<file path="src/rtl/dac_spi_driver.sv">
// dac_spi_driver: serialises one x/y code pair into two 16-bit MCP4922-style SPI frames.
// Build option DAC_SPI_LDAC_EN: ldac_n idles high and pulses low once per pair to update x/y together.
module dac_spi_driver #(
    parameter int IN_WIDTH = 8,
    parameter int SCLK_DIV = 2
) (
    input  logic                clk,
    input  logic                rst,
    input  logic [IN_WIDTH-1:0] x_in,
    input  logic [IN_WIDTH-1:0] y_in,
    input  logic                valid,
    output logic                ready,
    output logic                sclk,
    output logic                mosi,
    output logic                cs_n,
    output logic                ldac_n,
    output logic [2:0]          dbg_state
);
    // Handshake: a pair transfers on any clk edge where valid && ready; ready is high only in IDLE,
    // valid seen in other states is ignored, and upstream holds valid until it is accepted.
    typedef enum logic [2:0] {
        IDLE  = 3'd0,
        SETUP = 3'd1,
        SHIFT = 3'd2,
        GAP   = 3'd3,
        LDAC  = 3'd4
    } state_t;

    localparam int DIV_W = (SCLK_DIV > 1) ? $clog2(SCLK_DIV) : 1;
    localparam logic [DIV_W-1:0] DIV_LAST = DIV_W'(SCLK_DIV - 1);
`ifdef DAC_SPI_LDAC_EN
    localparam logic LDAC_IDLE = 1'b1;
`else
    localparam logic LDAC_IDLE = 1'b0;
`endif

    logic [11:0] data_x;
    logic [11:0] data_y;
    logic [15:0] word_x;
    logic [15:0] word_y;

    generate
        if (IN_WIDTH >= 12) begin : g_trunc
            assign data_x = 12'(x_in >> (IN_WIDTH - 12));
            assign data_y = 12'(y_in >> (IN_WIDTH - 12));
        end else begin : g_pad
            assign data_x = {x_in, {(12 - IN_WIDTH){1'b0}}};
            assign data_y = {y_in, {(12 - IN_WIDTH){1'b0}}};
        end
    endgenerate

    // Command word: {channel, BUF=0, GA_n=1, SHDN_n=1, data}
    assign word_x = {1'b0, 3'b011, data_x};
    assign word_y = {1'b1, 3'b011, data_y};

    state_t           state_q, state_d;
    logic [DIV_W-1:0] div_q, div_d;
    logic [4:0]       bit_q, bit_d;
    logic             ch_q, ch_d;
    logic [15:0]      word_b_q, word_b_d;
    logic [15:0]      sh_q, sh_d;
    logic             ready_q, ready_d;
    logic             sclk_q, sclk_d;
    logic             mosi_q, mosi_d;
    logic             cs_n_q, cs_n_d;
    logic             ldac_n_q, ldac_n_d;
    logic             div_last;

    always_comb begin
        state_d  = state_q;
        div_d    = div_q;
        bit_d    = bit_q;
        ch_d     = ch_q;
        word_b_d = word_b_q;
        sh_d     = sh_q;
        ready_d  = ready_q;
        sclk_d   = sclk_q;
        mosi_d   = mosi_q;
        cs_n_d   = cs_n_q;
        ldac_n_d = ldac_n_q;
        div_last = (div_q == DIV_LAST);

        // The divider free-runs outside IDLE; every state change lands on its wrap, so each
        // state starts with div at zero and sclk can only toggle at terminal count.
        if (state_q != IDLE) begin
            div_d = div_last ? '0 : div_q + 1'b1;
        end

        case (state_q)
            IDLE: begin
                ready_d = 1'b1;
                if (valid && ready_q) begin
                    sh_d     = word_x;
                    word_b_d = word_y;
                    ch_d     = 1'b0;
                    mosi_d   = word_x[15];
                    cs_n_d   = 1'b0;
                    ready_d  = 1'b0;
                    state_d  = SETUP;
                end
            end
            SETUP: begin
                if (div_last) begin
                    sclk_d  = 1'b1;
                    bit_d   = 5'd0;
                    state_d = SHIFT;
                end
            end
            SHIFT: begin
                if (div_last) begin
                    if (sclk_q) begin
                        sclk_d = 1'b0;
                        if (bit_q != 5'd15) begin
                            sh_d   = {sh_q[14:0], 1'b0};
                            mosi_d = sh_q[14];
                        end
                    end else if (bit_q == 5'd15) begin
                        cs_n_d  = 1'b1;
                        mosi_d  = 1'b0;
                        state_d = GAP;
                    end else begin
                        sclk_d = 1'b1;
                        bit_d  = bit_q + 5'd1;
                    end
                end
            end
            GAP: begin
                if (div_last) begin
                    if (!ch_q) begin
                        ch_d    = 1'b1;
                        sh_d    = word_b_q;
                        mosi_d  = word_b_q[15];
                        cs_n_d  = 1'b0;
                        state_d = SETUP;
                    end else begin
`ifdef DAC_SPI_LDAC_EN
                        ldac_n_d = 1'b0;
                        state_d  = LDAC;
`else
                        ready_d  = 1'b1;
                        state_d  = IDLE;
`endif
                    end
                end
            end
            LDAC: begin
                if (div_last) begin
                    ldac_n_d = LDAC_IDLE;
                    ready_d  = 1'b1;
                    state_d  = IDLE;
                end
            end
            default: begin
                ready_d = 1'b1;
                state_d = IDLE;
            end
        endcase
    end

    always_ff @(posedge clk or negedge rst) begin
        if (!rst) begin
            state_q  <= IDLE;
            div_q    <= '0;
            bit_q    <= 5'd0;
            ch_q     <= 1'b0;
            word_b_q <= 16'h0000;
            sh_q     <= 16'h0000;
            ready_q  <= 1'b1;
            sclk_q   <= 1'b0;
            mosi_q   <= 1'b0;
            cs_n_q   <= 1'b1;
            ldac_n_q <= LDAC_IDLE;
        end else begin
            state_q  <= state_d;
            div_q    <= div_d;
            bit_q    <= bit_d;
            ch_q     <= ch_d;
            word_b_q <= word_b_d;
            sh_q     <= sh_d;
            ready_q  <= ready_d;
            sclk_q   <= sclk_d;
            mosi_q   <= mosi_d;
            cs_n_q   <= cs_n_d;
            ldac_n_q <= ldac_n_d;
        end
    end

    assign ready     = ready_q;
    assign sclk      = sclk_q;
    assign mosi      = mosi_q;
    assign cs_n      = cs_n_q;
    assign ldac_n    = ldac_n_q;
    assign dbg_state = state_q;

endmodule
</file>
<file path="config.mk">
export PLATFORM = sky130hd
export DESIGN_NAME = dac_spi_driver
export DESIGN_NICKNAME = d
export VERILOG_FILES = /design/src/rtl/dac_spi_driver.sv
export SDC_FILE = /design/constraint.sdc
export NUM_CORES = 1
export LEC_CHECK = 0
export ABC_AREA = 1
export BUFFER_PORTS_ARGS = -buffer_cell sky130_fd_sc_hd__buf_2
export CORE_UTILIZATION = 35
export DETAILED_ROUTE_END_ITERATION = 10
export SYNTH_ARGS = -nofsm -noshare
export SYNTH_HDL_FRONTEND = slang
export SYNTH_SLANG_ARGS = --single-unit
</file>
<file path="constraint.sdc">
create_clock -name clk -period 3.5 [get_ports clk]
set_input_delay 0.175 -clock clk [delete_from_list [all_inputs] [get_ports clk]]
set_output_delay 0.175 -clock clk [all_outputs]
set_load 0.02 [all_outputs]
</file>
==> results of run 1 <==
[metrics by stage]
stage               worst slack, ps  cells  util [%]  hold slack, ps  total power, W
finish                         1020    341      41.3            92.5         0.00201
global route                    692    341      41.3            92.0         0.00224
CTS                            1040    341      41.3            86.3         0.00203
detailed placement             1050    332      38.9             286         0.00165
global placement               1120    332      38.9             279         0.00163
floorplan                      1800    248         -            -121         0.00149
[cells by family after synthesis]
kind of cell               after synthesis  share of synthesized area, %
and+or+nand+nor                        165                          37.2
buffers and inverters                   27                          7.63
adders and majority gates                8                          5.45
DFF                                     33                          45.1
AOI/OAI and AO/OA                       12                          3.95
other                                    1                         0.204
xor gates and xnor gates                 1                         0.477
[per-layer routing]
layer	part of all wire, %	vias up
met5	0	-
met4	1.3	0
met3	3.1	4
met2	47	23
met1	49	708
li1	-	811
[cell usage in the layout (no fill, tap or decap), drive strengths merged, types with 2 or more instances in the layout]
master / count
dfrtp: 31
clkbuf: 7
or2: 4
dfstp: 2
ha: 8
nand2: 118
buf: 24
nor2: 12
inv: 17
conb: 2
o21ai: 10
nand3: 30
[power breakdown]
group          switching [W]  total (W)  internal [W]
Clock               0.000136   0.000368      0.000232
Combinational       0.000652   0.000977      0.000325
Sequential          0.000114   0.000665      0.000551
Total               0.000902    0.00201       0.00111
[registers in the layout, summed over array words and instances (netlist names)]
register	cells
bit_q	5
ch_q	1
cs_n	1
dbg_state	2
div_last	1
mosi	1
ready	1
sclk	1
sh_q	11
word_b_q	9
[path summary, 6_finish.rpt]
| check | start | to | slack [ps] | depth (start not counted) |
|---|---|---|---|---|
| setup / recovery | dbg_state[0] | sh_q[4] | 1020 | 7 |
| hold / removal | y_in[1] | word_b_q[5] | 90 | 3 |
| setup reg to reg | dbg_state[0] | sh_q[4] | 1020 | 7 |
| hold reg to reg | cs_n | cs_n | 470 | 2 |
| max in group asynchronous | rst | bit_q[1] | 2550 | 2 |
| min in group asynchronous | rst | sh_q[9] | 490 | 2 |
[critical path, stage by stage, from the launching register on]
cell     delay, ps
dfrtp_1        440
inv_1          110
ha_1           750
o21ai_0        240
nor2_2         400
nand2_2        250
nand2_1        120
nand2_1         50
[area by class of cell]
class	count	area, um2	share of cell area [%]
Multi-Input combinational cell	188	872	41.6
Clock inverter	1	30.0	1.43
Inverter	17	63.8	3.04
Sequential cell	33	828	39.5
Tap cell	70	87.6	4.17
Clock buffer	7	86.3	4.11
Timing Repair Buffer	25	130	6.20
==> run metrics, run 1 <==
status completed; first-pass GRT wire length 6390 um; crit path kind register to register; FILL cells 551; Post-Syn Area 1840 um2; Max Clock Freq 0.404 GHz; Die X 74.4 um; share of post-route cells with drive strength above 1 15.5%; GRT overflow 0; predominant post-synthesis flop cell dfrtp_1; startpoint class of the critical path register; Placed Area 1970 um2; Pwr per Cell Area 958 nW/um2; RSZ-0062 raised after global routing false; final WL 3650 um; period utilization 70.8%; clk_lat worst skew 280 ps; Top Ports 27; CTS Hold Bufs 1; H-tree depth 2; clk root buf clkbuf_8; Starting Density 36.2%; largest net degree at the start of global routing 34; Via Count 1546; Nets 297; Worst Path Required 3670 ps; gr busiest metal met2; CTS clk-pin slew, worst paths 70 ps; number of synthesized flops with an enable pin 0; met2 Use GR 24.1%; # diodes 0; Finished Cell Area 2100 um2; most frequent cell after synthesis nand2_1; routing usage on met3 4.07%; fin crit period 2480 ps; count of different cell masters after synthesis 21; Vias per Instance 4.53; clk buf depth 2; HPWL after detailed placement 2590 um; sequential cell area fraction in the yosys report 45.1%; initial drt markers 153; GPL Wtd Cong 0.779; height of the die 74.4 um; max_cap viols 0; largest area contributor in the netlist dfrtp_1; WL/cell 10.7 um; Die Area 5540 um2; HP Class input pin to register; area grow syn2layout 14.2%; Final Slew Violations 0; via count of the first global-routing pass 1392; Post-synth ARST share 100%; Global Route met1 Usage 20.9%; num rows 26; postcts setup bufs 0; antenna violations before repair 0; Pre-Repair DR Iteration Count 4; setup TNS 0 ps; Num CTS Buffers 5; worst-path fanout max 25; Final Skew 2.83 ps; Static Leakage 1.13 nW; top cells by area, synth dfrtp_1 (42%), nand2_1 (24%), nand3_1 (8.2%); Worst-Margin Slew 897 ps; Syn Area/Cell 7.44 um2; post-route ant nets 0; Core Region 5070 um2; Yosys reg bits 33; CTS tree built; Total GRT Usage 15.4%; clk sinks 33; synth cell count leaders nand2_1 (117), dfrtp_1 (31), nand3_1 (30); final setup fails 0; Remaining DRCs 0; I/O Buffers 24; CTS resizes 0; data arrival time of the critical path 2650 ps; synth warn 0; CP Capture Type register; maximum vdd ir drop 0.494 mV; Slew HR 40.2%; Synth top area share 42.2%; post-synthesis cell count 247; Final Hold Fails 0
No activity file was read; power rests on OpenSTA's default activity.
==> inputs of run 2 (changes only) <==
Settings changed: ABC_AREA 1 to 0.
Clock period 3.5 ns to 2.41 ns, I/O delays scaled along.
==> run metrics, run 2 <==
Placed Area 1910 um2 (-3.0%); period utilization 88.2% (+17 points); R2R cell count 8 (+1); GRT overflow 0 (unchanged); via count of the first global-routing pass 1224 (-12%); final setup fails 0 (unchanged); top cells by area, synth dfrtp_1 (45%), mux2_2 (6.5%), ha_1 (5.8%); Finished Cell Area 2030 um2 (-3.2%); most frequent CP cell ha_1; data arrival time of the critical path 2330 ps (-320 ps); predominant post-synthesis flop cell dfrtp_1; status completed; largest net degree at the start of global routing 34 (unchanged); clk sinks 33 (unchanged); Die Area 5250 um2 (-5.3%); Final Skew 8.45 ps (+5.61 ps); Slew HR 51.0% (+11 points); area grow syn2layout 16.9%; Core Region 4750 um2 (-6.3%); CTS clk-pin slew, worst paths 70 ps (about the same); largest area contributor in the netlist dfrtp_1; HP Class input pin to register; final WL 3250 um (-11%); worst-path fanout max 22 (-12%); Post-synth ARST share 100% (unchanged); GPL Wtd Cong 0.754 (-3.3%); RSZ-0062 raised after global routing false; Synth top area share 44.7% (+2.4 points); most frequent cells in the layout dfrtp_1 (31), buf_2 (24), nand2_1 (14); Vias per Instance 4.86 (+7.3%); CP Capture Type register; Worst path max stage delay 410 ps (-340 ps); count of different cell masters after synthesis 47 (+120%); I/O Buffers 24 (unchanged); CP max-delay cell dfrtp_1; worst hold path stage count 2 (-1); Remaining DRCs 0 (unchanged); Yosys reg bits 33 (unchanged); initial drt markers 58 (-62%); Nets 216 (-27%); maximum vdd ir drop 0.325 mV (-34%); max_cap viols 0 (unchanged); # diodes 0 (unchanged); Top Ports 27 (unchanged); Max Clock Freq 0.471 GHz (+17%); synth warn 0 (unchanged); Largest Register sh_q; Syn Area/Cell 10.7 um2 (+44%); H-tree depth 2 (unchanged); first-pass GRT wire length 5580 um (-13%); Via Count 1250 (-19%); height of the die 72.4 um (-2.7%); number of synthesized flops with an enable pin 0 (unchanged); critical path cell sequence ha_1 > and3_1 > ha_1 > nand4b_1 > a221oi_4 > buf_4 > nor2_1 > a31oi_2; max reg flops 11 (unchanged); Die X 72.4 um (-2.7%); setup TNS 0 ps (unchanged); Worst Path Required 2620 ps (-1050 ps); most common cell after layout, fill and taps aside dfrtp_1; antenna violations before repair 0 (unchanged); biggest regs sh_q x11, word_b_q x9, bit_q x5; most frequent cell after synthesis dfrtp_1; WL/cell 12.6 um (+18%); Final Util 42.7% (+1.4 points); CTS tree built; Pre-Repair DR Iteration Count 4 (unchanged); sequential cell area fraction in the yosys report 47.7% (+2.6 points); clk buf depth 2 (unchanged); synth cell count leaders dfrtp_1 (31), nand2_1 (14), nor2_1 (12); startpoint class of the critical path register; share of post-route cells with drive strength above 1 30.0% (+15 points); post-route ant nets 0 (unchanged); clk root buf clkbuf_8; Total GRT Usage 13.8% (-1.6 points); Final Slew Violations 0 (unchanged); Post-Syn Area 1740 um2 (-5.4%); Starting Density 36.5% (+0.33 points); clk_lat worst skew 290 ps (about the same); fin crit period 2120 ps (-352 ps); num rows 25 (-3.8%); Static Leakage 0.943 nW (-16%); Pwr per Cell Area 536 nW/um2 (-44%); HPWL after detailed placement 2220 um (-14%); Final Hold Fails 0 (unchanged); crit path kind register to register; Num CTS Buffers 5 (unchanged); Worst-Margin Slew 735 ps (-162 ps); post-synthesis cell count 162 (-34%)
## run 2: changes by cell type in the layout (fill, tap and decap cells not counted), sizes merged, moves of 4 or more
| cell | before | now |
|---|---|---|
| nand2 | 118 | 14 |
| nand3 | 30 | 4 |
| a21oi | 0 | 10 |
| inv | 17 | 7 |
| mux2 | 0 | 10 |
| a22oi | 0 | 8 |
| a31oi | 0 | 7 |
| buf | 24 | 29 |
| o21ai | 10 | 6 |
## run 2: final timing paths
path	to	slack (ps)	from
min reg2reg	bit_q[4]	490	bit_q[4]
min	word_b_q[8]	60	y_in[4]
max	sh_q[8]	290	bit_q[0]
max reg2reg	sh_q[8]	290	bit_q[0]
min in group asynchronous	word_b_q[12]	440	rst
max in group asynchronous	sh_q[4]	1500	rst
## run 2: report_power, final
| group | switching [W] | total [W] | leakage (nW) | internal (W) |
|---|---|---|---|---|
| logic | 0.0000173 | 0.0000286 | 0.457 | 0.0000114 |
| registers | 0 | 0.000554 | 0.431 | 0.000554 |
| clock network | 0.000200 | 0.000506 | 0.0552 | 0.000307 |
| total | 0.000217 | 0.00109 | 0.943 | 0.000872 |
## run 2: cell families after synthesis
kind of cell    count (synthesis)  share of synthesized area, %
compound gates                 45                          20.4
xor+xnor                        2                          1.01
fa+ha+maj                       8                          5.76
buf+inv                        18                          5.48
flops                          33                          47.7
mux                            11                          7.06
other cells                     1                         0.216
simple gates                   44                          12.4
## run 2: worst max-delay path, delay by kind of cell, from the launching register on
family	cells	cell delay (ps)
AND/OR/NAND/NOR	3	490
adder cells (fa/ha/maj)	2	440
AO/OA/AOI/OAI	2	420
flip-flops	1	410
buffers and inverters	1	280
## run 2: layout make-up
cell class	instances	area, um2
clock buffers	6	72.6
clock inverters	2	35.0
fillers	492	2720
inverters	7	26.3
multi-input cells	112	817
flip-flops and latches	33	828
well taps	67	83.8
repair buffers	30	168
## run 2: what timing repair did
item	CTS	global route
hold endpoints to repair	31	0
buffers inserted	0	0
hold buffers	1	0
resized for setup	0	0
## run 2: per-layer routing
layer  global-route usage, %  vias up  share of wire [%]
met1                    18.6      583                 49
met3                    3.47        8                3.8
met4                    6.97        0                2.2
met5                       0        -                  0
li1                        -      630                  -
met2                    20.6       29                 44
## run 2: stage by stage
stage                     total power (W)  hold slack (ps)  worst slack, ps  instances
after floorplan                  0.000570             -175              479        163
after global placement           0.000593              233              352        248
after detailed placement         0.000593              235              309        248
after CTS                         0.00111             49.0              289        257
after global routing              0.00112             48.8              161        257
final                             0.00109             59.2              285        257
==> inputs of run 3 (changes only) <==
Settings changed: CORE_UTILIZATION 35 to 42.
==> run metrics, run 3 (synthesized netlist as in run 2, its figures left out) <==
clk buf depth 2 (unchanged); Worst Path Required 2600 ps (-20 ps); Die X 66.3 um (-8.5%); status completed; clk root buf clkbuf_8; GPL Wtd Cong 0.849 (+13%); share of post-route cells with drive strength above 1 30.0% (unchanged); period utilization 89.3% (+1.1 points); CTS clk-pin slew, worst paths 60 ps (about the same); net switching power 0.000205 W (-5.6%); first-pass GRT wire length 5690 um (+2.1%); max_cap viols 0 (unchanged); RSZ-0062 raised after global routing false; crit path kind register to register; H-tree depth 2 (unchanged); Pwr per Cell Area 489 nW/um2 (-8.8%); Core Region 3970 um2 (-16%); Nets 216 (unchanged); Final Hold Fails 0 (unchanged); GRT overflow 0 (unchanged); startpoint class of the critical path register; final setup fails 0 (unchanged); Static Leakage 0.933 nW (-1.1%); most common cell after layout, fill and taps aside dfrtp_1; fin crit period 2150 ps (+27.2 ps); clk sinks 33 (unchanged); area grow syn2layout 14.3%; worst-path fanout max 22 (unchanged); max reg flops 11 (unchanged); Final Skew 5.27 ps (-3.18 ps); final WL 3270 um (+0.43%); Max Clock Freq 0.465 GHz (-1.3%); antenna violations before repair 0 (unchanged); initial drt markers 50 (-14%); biggest regs sh_q x11, word_b_q x9, bit_q x5; Worst-Margin Slew 742 ps (+7.37 ps); FILL cells 384 (-22%); num rows 23 (-8.0%); Seq pwr share 57.1% (+6.2 points); Top Ports 27 (unchanged); setup TNS 0 ps (unchanged); Starting Density 43.7% (+7.2 points); CTS resizes 0 (unchanged); most frequent cells in the layout dfrtp_1 (31), buf_2 (24), nand2_1 (14); via count of the first global-routing pass 1243 (+1.6%); Sw Ratio 21.1% (+1.2 points); clk_lat worst skew 270 ps (-20 ps); clock network fraction of total power 39.9% (-6.6 points); Pre-Repair DR Iteration Count 4 (unchanged); Comb power frac 2.9% (+0.3 points); postcts setup bufs 0 (unchanged); Die Area 4400 um2 (-16%); largest net degree at the start of global routing 34 (unchanged); Num CTS Buffers 5 (unchanged); height of the die 66.3 um (-8.5%); Crit. Startpoint bit_q[0]; CTS tree built; CTS Hold Bufs 1 (unchanged); Slew HR 50.5% (-0.49 points); Total GRT Usage 17.5% (+3.7 points); PnR Total Power 0.000970 W (-11%); maximum vdd ir drop 0.364 mV (+12%); Remaining DRCs 0 (unchanged); post-route ant nets 0 (unchanged); reg2reg setup slack 260 ps (-30 ps); min-delay src y_in[4]; CP Capture Type register; Vias per Instance 5.34 (+9.7%); HP Class input pin to register; Via Count 1281 (+2.5%); HPWL after detailed placement 2300 um (+3.6%); worst flop-to-flop path startpoint bit_q[0]; data arrival time of the critical path 2340 ps (about the same); Largest Register sh_q; # diodes 0 (unchanged); WL/cell 13.6 um (+7.5%); cell-internal power 0.000765 W (-12%); Final Slew Violations 0 (unchanged); I/O Buffers 24 (unchanged)
run 3: power by group through the flow:
stage | Sequential (W) | Clock [W] | Combinational [W]
4_1_cts | 0.000554 | 0.000403 | 0.0000299
6_report | 0.000554 | 0.000387 | 0.0000285
3_3_place_gp | 0.000564 | 0 | 0.0000279
2_1_floorplan | 0.000564 | 0 | 0.00000548
3_5_place_dp | 0.000564 | 0 | 0.0000286
5_1_grt | 0.000553 | 0.000434 | 0.0000335
run 3: critical path, cell delays in order (launching register included):
cell	delay, ps
dfrtp_1	410
ha_1	230
and3_1	190
ha_1	210
nand4b_1	230
a221oi_4	280
buf_4	290
nor2_1	90
a31oi_2	140
run 3: metal layers:
metal	up-vias	global-route usage, %	share of wire, %
met5	-	0	0
met4	0	9.04	1.6
met3	5	3.79	3.5
met2	29	27.4	48
met1	622	22.6	47
li1	625	-	-
run 3: worst paths after layout:
| kind | to | cells past startpoint |
|---|---|---|
| worst max-delay path | sh_q[10] | 8 |
| worst max register to register | sh_q[10] | 8 |
| max in group asynchronous | word_b_q[10] | 2 |
| worst min-delay path | word_b_q[8] | 2 |
| min in group asynchronous | sh_q[12] | 2 |
| worst min register to register | bit_q[4] | 2 |
run 3: final cells by class:
| class | instances | area (um2) | share of cell area (%) |
|---|---|---|---|
| Multi-Input combinational cell | 112 | 817 | 41.2 |
| Clock buffer | 6 | 72.6 | 3.66 |
| Timing Repair Buffer | 30 | 168 | 8.45 |
| Tap cell | 50 | 62.6 | 3.15 |
| Clock inverter | 2 | 10.0 | 0.504 |
| Sequential cell | 33 | 828 | 41.7 |
| Inverter | 7 | 26.3 | 1.32 |
run 3: through the flow:
stage / hold WS (ps) / setup slack, ps / cells / instance area, um2 / util, %
6_report: 72.4 / 258 / 240 / 1980 / 50.0
5_1_grt: 59.1 / 88.2 / 240 / 1980 / 50.0
4_1_cts: 62.8 / 257 / 240 / 1980 / 50.0
3_5_place_dp: 236 / 298 / 231 / 1890 / 47.6
3_3_place_gp: 233 / 367 / 231 / 1890 / 47.6
2_1_floorplan: -175 / 479 / 163 / 1740 / -
